### src/rtl/nvm_cell_programmer_if.sv
// Request/read bus between a requester and the NVM cell programmer.
// The master drives write and read requests; the slave returns status and read data.
interface nvm_cell_programmer_if #(
  parameter int ADDR_W = 4,
  parameter int DATA_W = 8
);
  logic              wr_req;
  logic [ADDR_W-1:0] wr_addr;
  logic [DATA_W-1:0] wr_data;
  logic              busy;
  logic              done;
  logic              rd_en;
  logic [ADDR_W-1:0] rd_addr;
  logic [DATA_W-1:0] rd_data;
  logic              rd_valid;

  modport master (
    output wr_req, wr_addr, wr_data, rd_en, rd_addr,
    input  busy, done, rd_data, rd_valid
  );

  modport slave (
    input  wr_req, wr_addr, wr_data, rd_en, rd_addr,
    output busy, done, rd_data, rd_valid
  );
endinterface

### src/rtl/nvm_cell_programmer.sv
// Erase-then-program write controller for a small NVM array, with a registered read port.
// Erase is skipped when the new value only clears bits of the stored value.
module nvm_cell_programmer #(
  parameter int ADDR_W    = 4,
  parameter int DATA_W    = 8,
  parameter int ERASE_CYC = 4,
  parameter int PROG_CYC  = 4
) (
  input logic                  clk,
  input logic                  rst,
  nvm_cell_programmer_if.slave bus
);

  localparam int CNT_MAX = (ERASE_CYC > PROG_CYC) ? ERASE_CYC : PROG_CYC;
  localparam int CNT_W   = (CNT_MAX > 1) ? $clog2(CNT_MAX) : 1;
  localparam logic [CNT_W-1:0] ERASE_LOAD = CNT_W'(ERASE_CYC - 1);
  localparam logic [CNT_W-1:0] PROG_LOAD  = CNT_W'(PROG_CYC - 1);

  typedef enum logic [1:0] {IDLE, ERASE, PROG, DONE} state_t;

  state_t            state;
  logic [CNT_W-1:0]  cnt;
  logic [ADDR_W-1:0] addr;
  logic [DATA_W-1:0] data;

  // Array content survives reset; power-up value is the erased pattern.
  logic [DATA_W-1:0] mem [2**ADDR_W] = '{default: '1};

  always_ff @(posedge clk) begin
    if (rst) begin
      state    <= IDLE;
      cnt      <= '0;
      bus.busy <= 1'b0;
      bus.done <= 1'b0;
    end else begin
      case (state)
        IDLE: begin
          if (bus.wr_req) begin
            addr     <= bus.wr_addr;
            data     <= bus.wr_data;
            bus.busy <= 1'b1;
            if ((mem[bus.wr_addr] & bus.wr_data) == bus.wr_data) begin
              state <= PROG;
              cnt   <= PROG_LOAD;
            end else begin
              state <= ERASE;
              cnt   <= ERASE_LOAD;
            end
          end
        end
        ERASE: begin
          if (cnt == '0) begin
            mem[addr] <= '1;
            state     <= PROG;
            cnt       <= PROG_LOAD;
          end else begin
            cnt <= cnt - 1'b1;
          end
        end
        PROG: begin
          if (cnt == '0) begin
            mem[addr] <= mem[addr] & data;
            state     <= DONE;
            bus.done  <= 1'b1;
          end else begin
            cnt <= cnt - 1'b1;
          end
        end
        DONE: begin
          state    <= IDLE;
          bus.busy <= 1'b0;
          bus.done <= 1'b0;
        end
        default: state <= IDLE;
      endcase
    end
  end

  // Nonblocking read of the array gives read-before-write on a same-edge commit.
  always_ff @(posedge clk) begin
    if (rst) begin
      bus.rd_data  <= '0;
      bus.rd_valid <= 1'b0;
    end else begin
      bus.rd_valid <= bus.rd_en;
      if (bus.rd_en) begin
        bus.rd_data <= mem[bus.rd_addr];
      end
    end
  end

endmodule

### src/flat_wrapper.sv
// flat-port wrapper written by rule: the top's interface ports become plain ports
module nvm_cell_programmer_flat 
#(
  parameter int ADDR_W    = 4,
  parameter int DATA_W    = 8,
  parameter int ERASE_CYC = 4,
  parameter int PROG_CYC  = 4
)
  (clk, rst, bus_wr_req, bus_wr_addr, bus_wr_data, bus_rd_en, bus_rd_addr, bus_busy, bus_done, bus_rd_data, bus_rd_valid);
  nvm_cell_programmer_if #(.ADDR_W(ADDR_W), .DATA_W(DATA_W)) bus_i ();
  input logic clk;
  input logic rst;
  input wire logic [$bits(bus_i.wr_req)-1:0] bus_wr_req;
  input wire logic [$bits(bus_i.wr_addr)-1:0] bus_wr_addr;
  input wire logic [$bits(bus_i.wr_data)-1:0] bus_wr_data;
  input wire logic [$bits(bus_i.rd_en)-1:0] bus_rd_en;
  input wire logic [$bits(bus_i.rd_addr)-1:0] bus_rd_addr;
  output wire logic [$bits(bus_i.busy)-1:0] bus_busy;
  output wire logic [$bits(bus_i.done)-1:0] bus_done;
  output wire logic [$bits(bus_i.rd_data)-1:0] bus_rd_data;
  output wire logic [$bits(bus_i.rd_valid)-1:0] bus_rd_valid;
  assign bus_i.wr_req = bus_wr_req;
  assign bus_i.wr_addr = bus_wr_addr;
  assign bus_i.wr_data = bus_wr_data;
  assign bus_i.rd_en = bus_rd_en;
  assign bus_i.rd_addr = bus_rd_addr;
  assign bus_busy = bus_i.busy;
  assign bus_done = bus_i.done;
  assign bus_rd_data = bus_i.rd_data;
  assign bus_rd_valid = bus_i.rd_valid;
  nvm_cell_programmer #(.ADDR_W(ADDR_W), .DATA_W(DATA_W), .ERASE_CYC(ERASE_CYC), .PROG_CYC(PROG_CYC)) u_core (.clk(clk), .rst(rst), .bus(bus_i));
endmodule
### config.mk
export PLATFORM = sky130hd
export DESIGN_NAME = nvm_cell_programmer_flat
export DESIGN_NICKNAME = d
export VERILOG_FILES = /design/src/rtl/nvm_cell_programmer_if.sv /design/src/rtl/nvm_cell_programmer.sv /design/src/flat_wrapper.sv
export SDC_FILE = /design/constraint.sdc
export NUM_CORES = 1
export LEC_CHECK = 0
export CAP_MARGIN = 20
export CORE_AREA = 5 5 159 161
export DETAILED_ROUTE_END_ITERATION = 6
export DIE_AREA = 0 0 164 166
export SETUP_SLACK_MARGIN = 0.3
export SYNTH_ARGS = -nofsm -noshare
export SYNTH_HDL_FRONTEND = slang
export SYNTH_SLANG_ARGS = --single-unit
### constraint.sdc
create_clock -name clk -period 2.25 [get_ports clk]
set_input_delay 0.225 -clock clk [delete_from_list [all_inputs] [get_ports clk]]
set_output_delay 0.225 -clock clk [all_outputs]
set_load 0.03 [all_outputs]
==> results of run 1 <==
[power by group]
group / switching (mW) / internal, mW / total [mW]
sequential: 0.134 / 3.35 / 3.48
clock: 1.16 / 2.07 / 3.23
combinational: 0.924 / 0.948 / 1.87
[worst paths after layout]
path | from | end | slack, ps | depth (start not counted)
min reg2reg | u_core.bus.done | u_core.bus.done | 500 | 2
min | bus_wr_addr[0] | u_core.addr[0] | 380 | 3
max reg2reg | flop | u_core.mem[12][0] | 110 | 6
max | flop | u_core.mem[12][0] | 110 | 6
[timing repair]
item                                    in CTS  in global routing
cloned                                       2                  0
setup buffers                               12                  2
gates resized for setup                     72                 25
pin swaps                                   20                 12
endpoints found under the setup margin     240                257
hold endpoints to repair                     0                  0
[kinds of logic (layout without fill, tap and decap cells)]
logic type / count (synthesis) / after routing / share of synthesized area, %
buf+inv: 46 / 162 / 2.586
compound gates: 25 / 25 / 2.173
mux: 136 / 136 / 34.15
fa+ha+maj: 5 / 5 / 0.7650
simple gates: 79 / 80 / 4.269
flops: 159 / 159 / 56.06
[placed cells by master, fill, tap and decap left out, types with 7 or more instances in the layout]
cell             instances
buf_12                  13
buf_4                   32
buf_6                   41
clkbuf_16               17
clkdlybuf4s50_1         27
dfxtp_1                 16
edfxtp_1               140
inv_1                    9
mux2i_1                 18
mux4_2                 109
nand2_2                  7
nand2_4                 13
nor2_1                  19
nor2_4                  15
[area by class of cell]
cell class / instances / area (sq um)
fillers: 2055 / 13060
flip-flops and latches: 159 / 4596
multi-input cells: 246 / 3777
repair buffers: 117 / 1275
clock buffers: 19 / 432.9
well taps: 324 / 405.4
clock inverters: 11 / 215.2
inverters: 15 / 63.81
[sequential cells by signal, summed over array words and instances, names as in the netlist, named ones only]
name                 cells
u_core.data              8
u_core.cnt               2
u_core.bus.busy          1
u_core.mem             128
u_core.bus.rd_valid      1
u_core.bus.rd_data       8
u_core.addr              4
u_core.bus.done          1
u_core.state             2
[worst max-delay path: stages (launching register included)]
cell and delay, ps:
dfxtp_4 390, buf_12 120, buf_16 130, mux4_2 510, mux4_2 500, nand2_4 110
nand2_4 90
[metal layers]
layer  global-route usage (%)  up-vias
li1                         -     2113
met1                    23.82     2729
met2                    29.28      256
met3                    3.797       32
met4                    5.799        0
met5                        0        -
[stage by stage]
stage / std cells / area, sq um / worst slack (ps)
after floorplan: 450 / 8433 / 185.4
after global placement: 845 / 9600 / -204.0
after detailed placement: 845 / 9600 / -211.3
after CTS: 889 / 10660 / 105.3
after global routing: 891 / 10770 / 53.35
final: 891 / 10770 / 110.8
==> metrics.log, run 1 <==
INFO  metric outcome = finished, final reports clean
INFO  metric vias = 5130
INFO  metric clock_skew = 8.797 ps
INFO  metric initial_utilization = 34.33%
INFO  metric final_net_count = 581
INFO  metric synth.most_common_cell = edfxtp_1
INFO  metric synth-async-reset-ratio = 0%
INFO  metric grt_first_pass_wirelength = 35530 um
INFO  metric maxSlewHeadroom = 58.75%
INFO  metric detailedRoute.firstPassIterationCount = 5
INFO  metric synthesis.nets = 475
INFO  metric tritoncts = built
INFO  metric numClockSinks = 159
INFO  metric clk-insertion-delay-late = 430 ps
INFO  metric postLayoutCoreUtil = 45.19%
INFO  metric chipWidth = 164 um
INFO  metric synth_top_cell_by_area = edfxtp_1
INFO  metric met2_wirelength = 11990 um
INFO  metric worstPathMaxFanout = 8
INFO  metric root_buffer = clkbuf_16
INFO  metric drcViolationCount = 0
INFO  metric clk_pin_slew_worst_paths = 60 ps
INFO  metric synth.top_cells.by_area = edfxtp_1 (51%), mux4_2 (29%), dfxtp_1 (4.7%)
INFO  metric max_freq = 0.4675 GHz
INFO  metric detail_route.vias_per_cell = 5.758
INFO  metric fin_hold_ws = 382.9 ps
INFO  metric setup.worst_path.start_class = flop
INFO  metric synth.ff_latch_count = 159
INFO  metric met3_length = 1677 um
INFO  metric syn_inst_count = 450
INFO  metric io_buffer_count = 30
INFO  metric via_count_of_the_first_global_routing_pass = 5334
INFO  metric finalSetupViolations = 0
INFO  metric worst_setup_path_end_kind = flop
INFO  metric postSynthAreaPerCell = 18.17 sq um
INFO  metric ios = 31
INFO  metric dr.first_iter.drc_count = 612
INFO  metric die_height = 166 um
INFO  metric post_synth_edffs = 140
INFO  metric place_congestion = 0.8521
INFO  metric synth.top_cell.area_share = 51.41%
INFO  metric overflow = 0
INFO  metric post_synth_most_frequent_cells = edfxtp_1 (140), mux4_2 (106), nor2_1 (37), nand2_1 (22), dfxtp_1 (19)
INFO  metric drv_cap = 0
INFO  metric peakVddDrop = 570.4 uV
INFO  metric top_layer = met4
INFO  metric fin_tns_setup = 0 ps
INFO  metric synth-warning-count = 0
INFO  metric detailed_place_hpwl = 16420 um
INFO  metric ant_nets = 0
INFO  metric timing_worst_setup_path_type = reg -> reg
INFO  metric finalPower = 8.580 mW
INFO  metric worst_ep_arrival_time = 2290 ps
INFO  metric track_usage = 17.86%
INFO  metric cts.path.max_buffers = 2
INFO  metric avgRoutedWirePerCell = 26.12 um
INFO  metric ys_seq_area_share = 56.06%
INFO  metric timing_worst_slew_pin_value = 616.9 ps
INFO  metric m1WireLength = 9115 um
INFO  metric cts_made_buffers = 17
INFO  metric syn2layout_area_growth = 31.64%
INFO  metric crit_required = 2400 ps
INFO  metric postSynth.topFlopCell = edfxtp_1
INFO  metric placeableCoreArea = 23820 sq um
INFO  metric slew_viol_final = 0
INFO  metric grt_antenna_before_repair = 0
INFO  metric core.rowCount = 57
INFO  metric totalWireLength = 23270 um
INFO  metric n_antenna_cell = 0
INFO  metric grt_setup_unrepaired = true
INFO  metric finalCritPeriodShare = 95.08%
INFO  metric count_of_distinct_cell_types_in_the_synthesized_netlist = 37
INFO  metric layout_min_cycle_time = 2139 ps
INFO  metric p_per_area = 797.0 nW/um^2
INFO  metric report.final.hold_viol_count = 0
INFO  metric mapped_cell_area = 8178 sq um
INFO  metric pin_count_of_the_biggest_net_entering_global_routing = 33
INFO  metric htreeDepth = 4
INFO  metric static-leakage-power = 3.631 nW
INFO  metric full_die_area = 27220 sq um
INFO  metric hold_path_class = in -> reg
INFO  metric post_cts_hold_buffer_count = 0
INFO  metric final_layout_size_suffix_gt1_share = 52.73%
Power figures use the tool's default switching activity.
==> run 2: changes to the inputs <==
CORE_AREA = 10 10 164 166   (was 5 5 159 161)
DIE_AREA = 0 0 174 176   (was 0 0 164 166)
SLEW_MARGIN = 20   (was unset)
clock period = 2 ns   (was 2.25 ns; I/O delays follow)
==> metrics.log, run 2 (same netlist as run 1, synthesis figures left out) <==
INFO  metric outcome = finished, violations left
INFO  metric failed_checks = setup timing
INFO  metric gr-usage-met1 = 17.86%
INFO  metric grt.busiest_layer = met2
INFO  metric finalCritPeriodShare = 107.9%
INFO  metric detailed_place_hpwl = 17020 um
INFO  metric critical_path.cell_chain = buf_12 > clkbuf_16 > mux4_2 > mux4_2 > nand2_4 > nand2_4
INFO  metric final_layout_size_suffix_gt1_share = 55.22%
INFO  metric ios = 31
INFO  metric vias = 5144
INFO  metric static-leakage-power = 3.800 nW
INFO  metric slew_viol_final = 0
INFO  metric chipWidth = 174 um
INFO  metric placeableCoreArea = 23820 sq um
INFO  metric p_per_area = 865.7 nW/um^2
INFO  metric grt_use_met3 = 4.250%
INFO  metric io_buffer_count = 30
INFO  metric min-delay-start = bus_wr_addr[0]
INFO  metric holdPathStages = 2
INFO  metric timing_worst_setup_path_type = reg -> reg
INFO  metric peakVddDrop = 592.0 uV
INFO  metric grt_setup_unrepaired = true
INFO  metric syn2layout_area_growth = 35.96%
INFO  metric place_congestion = 0.8566
INFO  metric layout.cells.most_common_list = edfxtp_1 (140), mux4_2 (109), buf_6 (45), buf_4 (45), clkdlybuf4s50_1 (26)
INFO  metric numClockSinks = 159
INFO  metric detailedRoute.firstPassIterationCount = 5
INFO  metric track_usage = 15.23%
INFO  metric ant_nets = 0
INFO  metric tritoncts = built
INFO  metric layoutNonFillerInstCount = 918
INFO  metric grt_antenna_before_repair = 0
INFO  metric timing_worst_slew_pin_value = 540.9 ps
INFO  metric dpl.cell_count = 872
INFO  metric critical_path_buf_inv_count = 2
INFO  metric drcViolationCount = 0
INFO  metric clk_pin_slew_worst_paths = 60 ps
INFO  metric worstPathMaxFanout = 8
INFO  metric root_buffer = clkbuf_16
INFO  metric report.final.hold_viol_count = 0
INFO  metric totalWireLength = 23640 um
INFO  metric cpLargestDelayFamily = multiplexers
INFO  metric n_antenna_cell = 0
INFO  metric drv_cap = 0
INFO  metric layout.cells.most_common = edfxtp_1
INFO  metric layout_min_cycle_time = 2157 ps
INFO  metric fin_tns_setup = -20180 ps
INFO  metric final_net_count = 606
INFO  metric htreeDepth = 4
INFO  metric reg.largest.list = u_core.mem (128), u_core.bus.rd_data (8), u_core.data (8)
INFO  metric registers.top_by_ff_count = u_core.mem
INFO  metric die_height = 176 um
INFO  metric finalSetupViolations = 221
INFO  metric worst_ep_arrival_time = 2320 ps
INFO  metric endpoint_worst_hold = u_core.addr[0]
INFO  metric gr-usage-met2 = 26.36%
INFO  metric via_count_of_the_first_global_routing_pass = 5287
INFO  metric fin_hold_ws = 253.4 ps
INFO  metric core.rowCount = 57
INFO  metric number_of_flip_flops_under_the_largest_register_name = 128
INFO  metric setup.worst_path.start_class = flop
INFO  metric postLayoutCoreUtil = 46.68%
INFO  metric detail_route.vias_per_cell = 5.603
INFO  metric critical_path.reg2reg.endpoint = u_core.mem[0][2]
INFO  metric initial_utilization = 34.33%
INFO  metric max_freq = 0.4636 GHz
INFO  metric crit_required = 2160 ps
INFO  metric critical_path.max_stage_delay = 500 ps
INFO  metric full_die_area = 30620 sq um
INFO  metric clock_skew = 8.953 ps
INFO  metric clk-insertion-delay-late = 430 ps
INFO  metric cts.path.max_buffers = 2
INFO  metric worst_setup_path_end_kind = flop
INFO  metric pin_count_of_the_biggest_net_entering_global_routing = 33
INFO  metric grt_first_pass_wirelength = 34390 um
INFO  metric cts_made_buffers = 17
INFO  metric crit_path_top_delay_cell = mux4_2
INFO  metric dr.first_iter.drc_count = 423
INFO  metric setup_ws = -157.1 ps
INFO  metric avgRoutedWirePerCell = 25.76 um
INFO  metric ff2ff_setup_slack = -160 ps
INFO  metric maxSlewHeadroom = 63.82%
INFO  metric overflow = 0
INFO  metric hold_path_class = in -> reg
INFO  metric reg2reg_depth = 6
-- run 2: cell types whose count changed in the layout (fill, tap and decap cells not counted), sizes merged --
cell	previous run	this run
clkbuf	19	25
clkdlybuf4s50	27	26
buf	90	113
dlymetal6s2s	0	1
clkinv	4	3
inv	15	16
clkinvlp	1	3
bufinv	6	2
-- run 2: area by class of cell --
type | instances | area [sq um]
fillers | 2015 | 12700
clock buffers | 23 | 478.0
repair buffers | 142 | 1578
flip-flops and latches | 159 | 4596
multi-input cells | 246 | 3890
well taps | 324 | 405.4
clock inverters | 9 | 110.1
inverters | 15 | 61.31
-- run 2: metrics by stage --
stage	area (sq um)	setup slack [ps]	power (mW)
finish	11120	-157.1	9.625
global route	11120	-188.3	9.965
CTS	10750	-116.1	9.306
detailed placement	9952	-281.4	6.001
global placement	9952	-283.5	5.967
floorplan	8588	-62.83	5.276
-- run 2: layer usage --
metal | wire (um) | vias up | share of wire, %
met5 | 0 | - | 0
met4 | 663 | 0 | 2.8
met3 | 1768 | 41 | 7.5
met2 | 12260 | 241 | 52
met1 | 8951 | 2685 | 38
li1 | - | 2177 | -
-- run 2: how the worst max path moves through the flow --
stage                                   to  depth (start not counted)  slack, ps
final                     u_core.mem[0][2]                          6       -160
after global routing      u_core.mem[1][2]                          6       -190
after CTS                 u_core.mem[0][1]                          7       -120
after detailed placement  u_core.mem[0][0]                          5       -280
after global placement    u_core.mem[0][0]                          5       -280
after floorplan           u_core.mem[0][0]                          6        -60
-- run 2: what timing repair did --
action / 4_1_cts / 5_1_grt
pin swaps: 7 / 17
resized for setup: 50 / 45
gates cloned: 0 / 4
endpoints found under the setup margin: 267 / 269
buffers inserted: 4 / 6
hold buffers: 0 / 0
-- run 2: report_power, final --
part / total [mW] / internal, mW / switching [mW] / leakage (nW)
combinational: 2.51 / 1.31 / 1.19 / 2.08
sequential: 3.89 / 3.77 / 0.124 / 1.44
clock: 3.23 / 1.94 / 1.29 / 0.280
==> run 3: changes to the inputs <==
DONT_BUFFER_PORTS = 1   (was unset)
==> metrics.log, run 3 (same netlist as run 1, synthesis figures left out) <==
INFO  metric finalPower = 9.126 mW
INFO  metric total_switching_power = 2.368 mW
INFO  metric final_net_count = 545
INFO  metric max_freq = 0.4692 GHz
INFO  metric clk_pin_slew_worst_paths = 60 ps
INFO  metric drcViolationCount = 0
INFO  metric part_of_the_total_power_dissipated_in_sequential_elements = 43.1%
INFO  metric fin_hold_ws = 92.63 ps
INFO  metric post_dp_cell_area = 9226 sq um
INFO  metric cts_made_buffers = 17
INFO  metric die_height = 176 um
INFO  metric syn2layout_area_growth = 26.58%
INFO  metric numClockSinks = 159
INFO  metric io_buffer_count = 0
INFO  metric layout.cells.most_common = edfxtp_1
INFO  metric initial_utilization = 34.33%
INFO  metric crit_required = 2140 ps
INFO  metric p_clk_share = 34.4%
INFO  metric detail_route.vias_per_cell = 5.737
INFO  metric worstPathMaxFanout = 16
INFO  metric drv_cap = 0
INFO  metric ff2ff_setup_slack = -130 ps
INFO  metric maxSlewHeadroom = 54.68%
INFO  metric layout_min_cycle_time = 2131 ps
INFO  metric clk-insertion-delay-late = 430 ps
INFO  metric overflow = 0
INFO  metric postLayoutCoreUtil = 43.46%
INFO  metric holdPathStages = 3
INFO  metric vias = 4922
INFO  metric full_die_area = 30620 sq um
INFO  metric clock_skew = 6.991 ps
INFO  metric ios = 31
INFO  metric cts.path.max_buffers = 2
INFO  metric failed_checks = setup timing
INFO  metric setup_ws = -131.4 ps
INFO  metric p_per_area = 881.7 nW/um^2
INFO  metric grt_antenna_before_repair = 0
INFO  metric timing_worst_slew_pin_value = 677.6 ps
INFO  metric tritoncts = built
INFO  metric registers.top_by_ff_count = u_core.mem
INFO  metric report.final.hold_viol_count = 0
INFO  metric static-leakage-power = 3.411 nW
INFO  metric ant_nets = 0
INFO  metric postLayoutCellArea = 10350 sq um
INFO  metric timing_worst_setup_path_type = reg -> reg
INFO  metric totalWireLength = 23470 um
INFO  metric grt_setup_unrepaired = true
INFO  metric via_count_of_the_first_global_routing_pass = 5153
INFO  metric reg.largest.list = u_core.mem (128), u_core.bus.rd_data (8), u_core.data (8)
INFO  metric track_usage = 15.84%
INFO  metric power_frac_comb = 22.5%
INFO  metric chipWidth = 174 um
INFO  metric number_of_flip_flops_under_the_largest_register_name = 128
INFO  metric final.fill_count = 2062
INFO  metric fin_tns_setup = -13900 ps
INFO  metric place_congestion = 0.8451
INFO  metric core.rowCount = 57
INFO  metric placeableCoreArea = 23820 sq um
INFO  metric pin_count_of_the_biggest_net_entering_global_routing = 34
INFO  metric root_buffer = clkbuf_16
INFO  metric dr.first_iter.drc_count = 485
INFO  metric htreeDepth = 4
INFO  metric grt_first_pass_wirelength = 35630 um
INFO  metric power.share.switching = 25.95%
INFO  metric hold_path_class = in -> reg
INFO  metric min-delay-start = bus_wr_req
INFO  metric layout.cells.most_common_list = edfxtp_1 (140), mux4_2 (109), buf_6 (38)
INFO  metric finalCritPeriodShare = 106.6%
INFO  metric finalSetupViolations = 165
INFO  metric worst_setup_path_end_kind = flop
INFO  metric slew_viol_final = 0
INFO  metric detailed_place_hpwl = 16060 um
INFO  metric critical_path.reg2reg.endpoint = u_core.mem[0][3]
INFO  metric avgRoutedWirePerCell = 27.35 um
INFO  metric final_layout_size_suffix_gt1_share = 51.22%
INFO  metric internal_power_summed_over_all_cells = 6.758 mW
INFO  metric peakVddDrop = 649.3 uV
INFO  metric worst_ep_arrival_time = 2280 ps
INFO  metric detailedRoute.firstPassIterationCount = 5
INFO  metric endpoint_worst_hold = u_core.bus.busy
INFO  metric setup.worst_path.start_class = flop
INFO  metric outcome = finished, violations left
INFO  metric reg2reg_depth = 6
## run 3: changes by cell type in the layout (fill, tap and decap cells not counted), moves of 2 or more
cell and delta:
dlygate4sd3_1 +16, clkdlybuf4s50_1 -26, nand2_4 -2, nand2_8 -5
clkbuf_16 -2, buf_12 -10, buf_2 -3, dfxtp_2 -2
nand2_2 +5, buf_6 -7, buf_4 -27, clkbuf_1 +3
## run 3: layout make-up
cell class	instances	area (sq um)	area share [%]
clock buffers	25	475.5	4.593
repair buffers	82	930.9	8.993
inverters	15	58.81	0.5681
diodes	1	2.502	0.02417
clock inverters	7	88.84	0.8582
well taps	324	405.4	3.916
multi-input cells	245	3792	36.64
flip-flops and latches	159	4597	44.41
## run 3: worst max path at each step
stage	from	endpoint	slack (ps)	cells past startpoint
2_1_floorplan	u_core.state[0]	u_core.mem[0][0]	-60	6
3_3_place_gp	flop	u_core.mem[14][6]	-120	5
3_5_place_dp	flop	u_core.mem[15][7]	-170	5
4_1_cts	flop	u_core.mem[0][3]	-120	6
5_1_grt	flop	u_core.mem[0][1]	-190	6
6_report	flop	u_core.mem[0][3]	-130	6
## run 3: metrics by stage
| step | std cells | worst slack, ps |
|---|---|---|
| final | 858 | -131.4 |
| after global routing | 857 | -188.1 |
| after CTS | 857 | -123.0 |
| after detailed placement | 800 | -165.1 |
| after global placement | 800 | -122.5 |
| after floorplan | 450 | -62.83 |
## run 3: worst max-delay path: stages (launching register included)
cell	delay (ps)
dfxtp_4	400
buf_12	120
buf_16	130
mux4_2	520
mux4_2	480
nand2_2	90
nand2_4	110
## run 3: what timing repair did
| item | in CTS | in global routing |
|---|---|---|
| buffers inserted | 8 | 0 |
| pin swaps | 12 | 5 |
| hold buffers | 16 | 0 |
| gates cloned | 1 | 0 |
| hold endpoints to repair | 32 | 0 |
| resized for setup | 59 | 14 |
| endpoints found under the setup margin | 267 | 272 |
## run 3: power groups by stage
stage / registers, mW / clock network, mW / logic, mW
finish: 3.93 / 3.14 / 2.05
global route: 3.95 / 3.33 / 2.19
CTS: 3.93 / 3.19 / 1.97
detailed placement: 3.99 / 0 / 1.74
global placement: 3.98 / 0 / 1.68
floorplan: 3.95 / 0 / 1.32
## run 3: layer usage
metal | part of all wire [%] | global-route usage (%)
met1 | 39 | 19.80
met5 | 0 | 0
met3 | 7.6 | 4.314
met2 | 50 | 25.75
met4 | 3.0 | 6.377
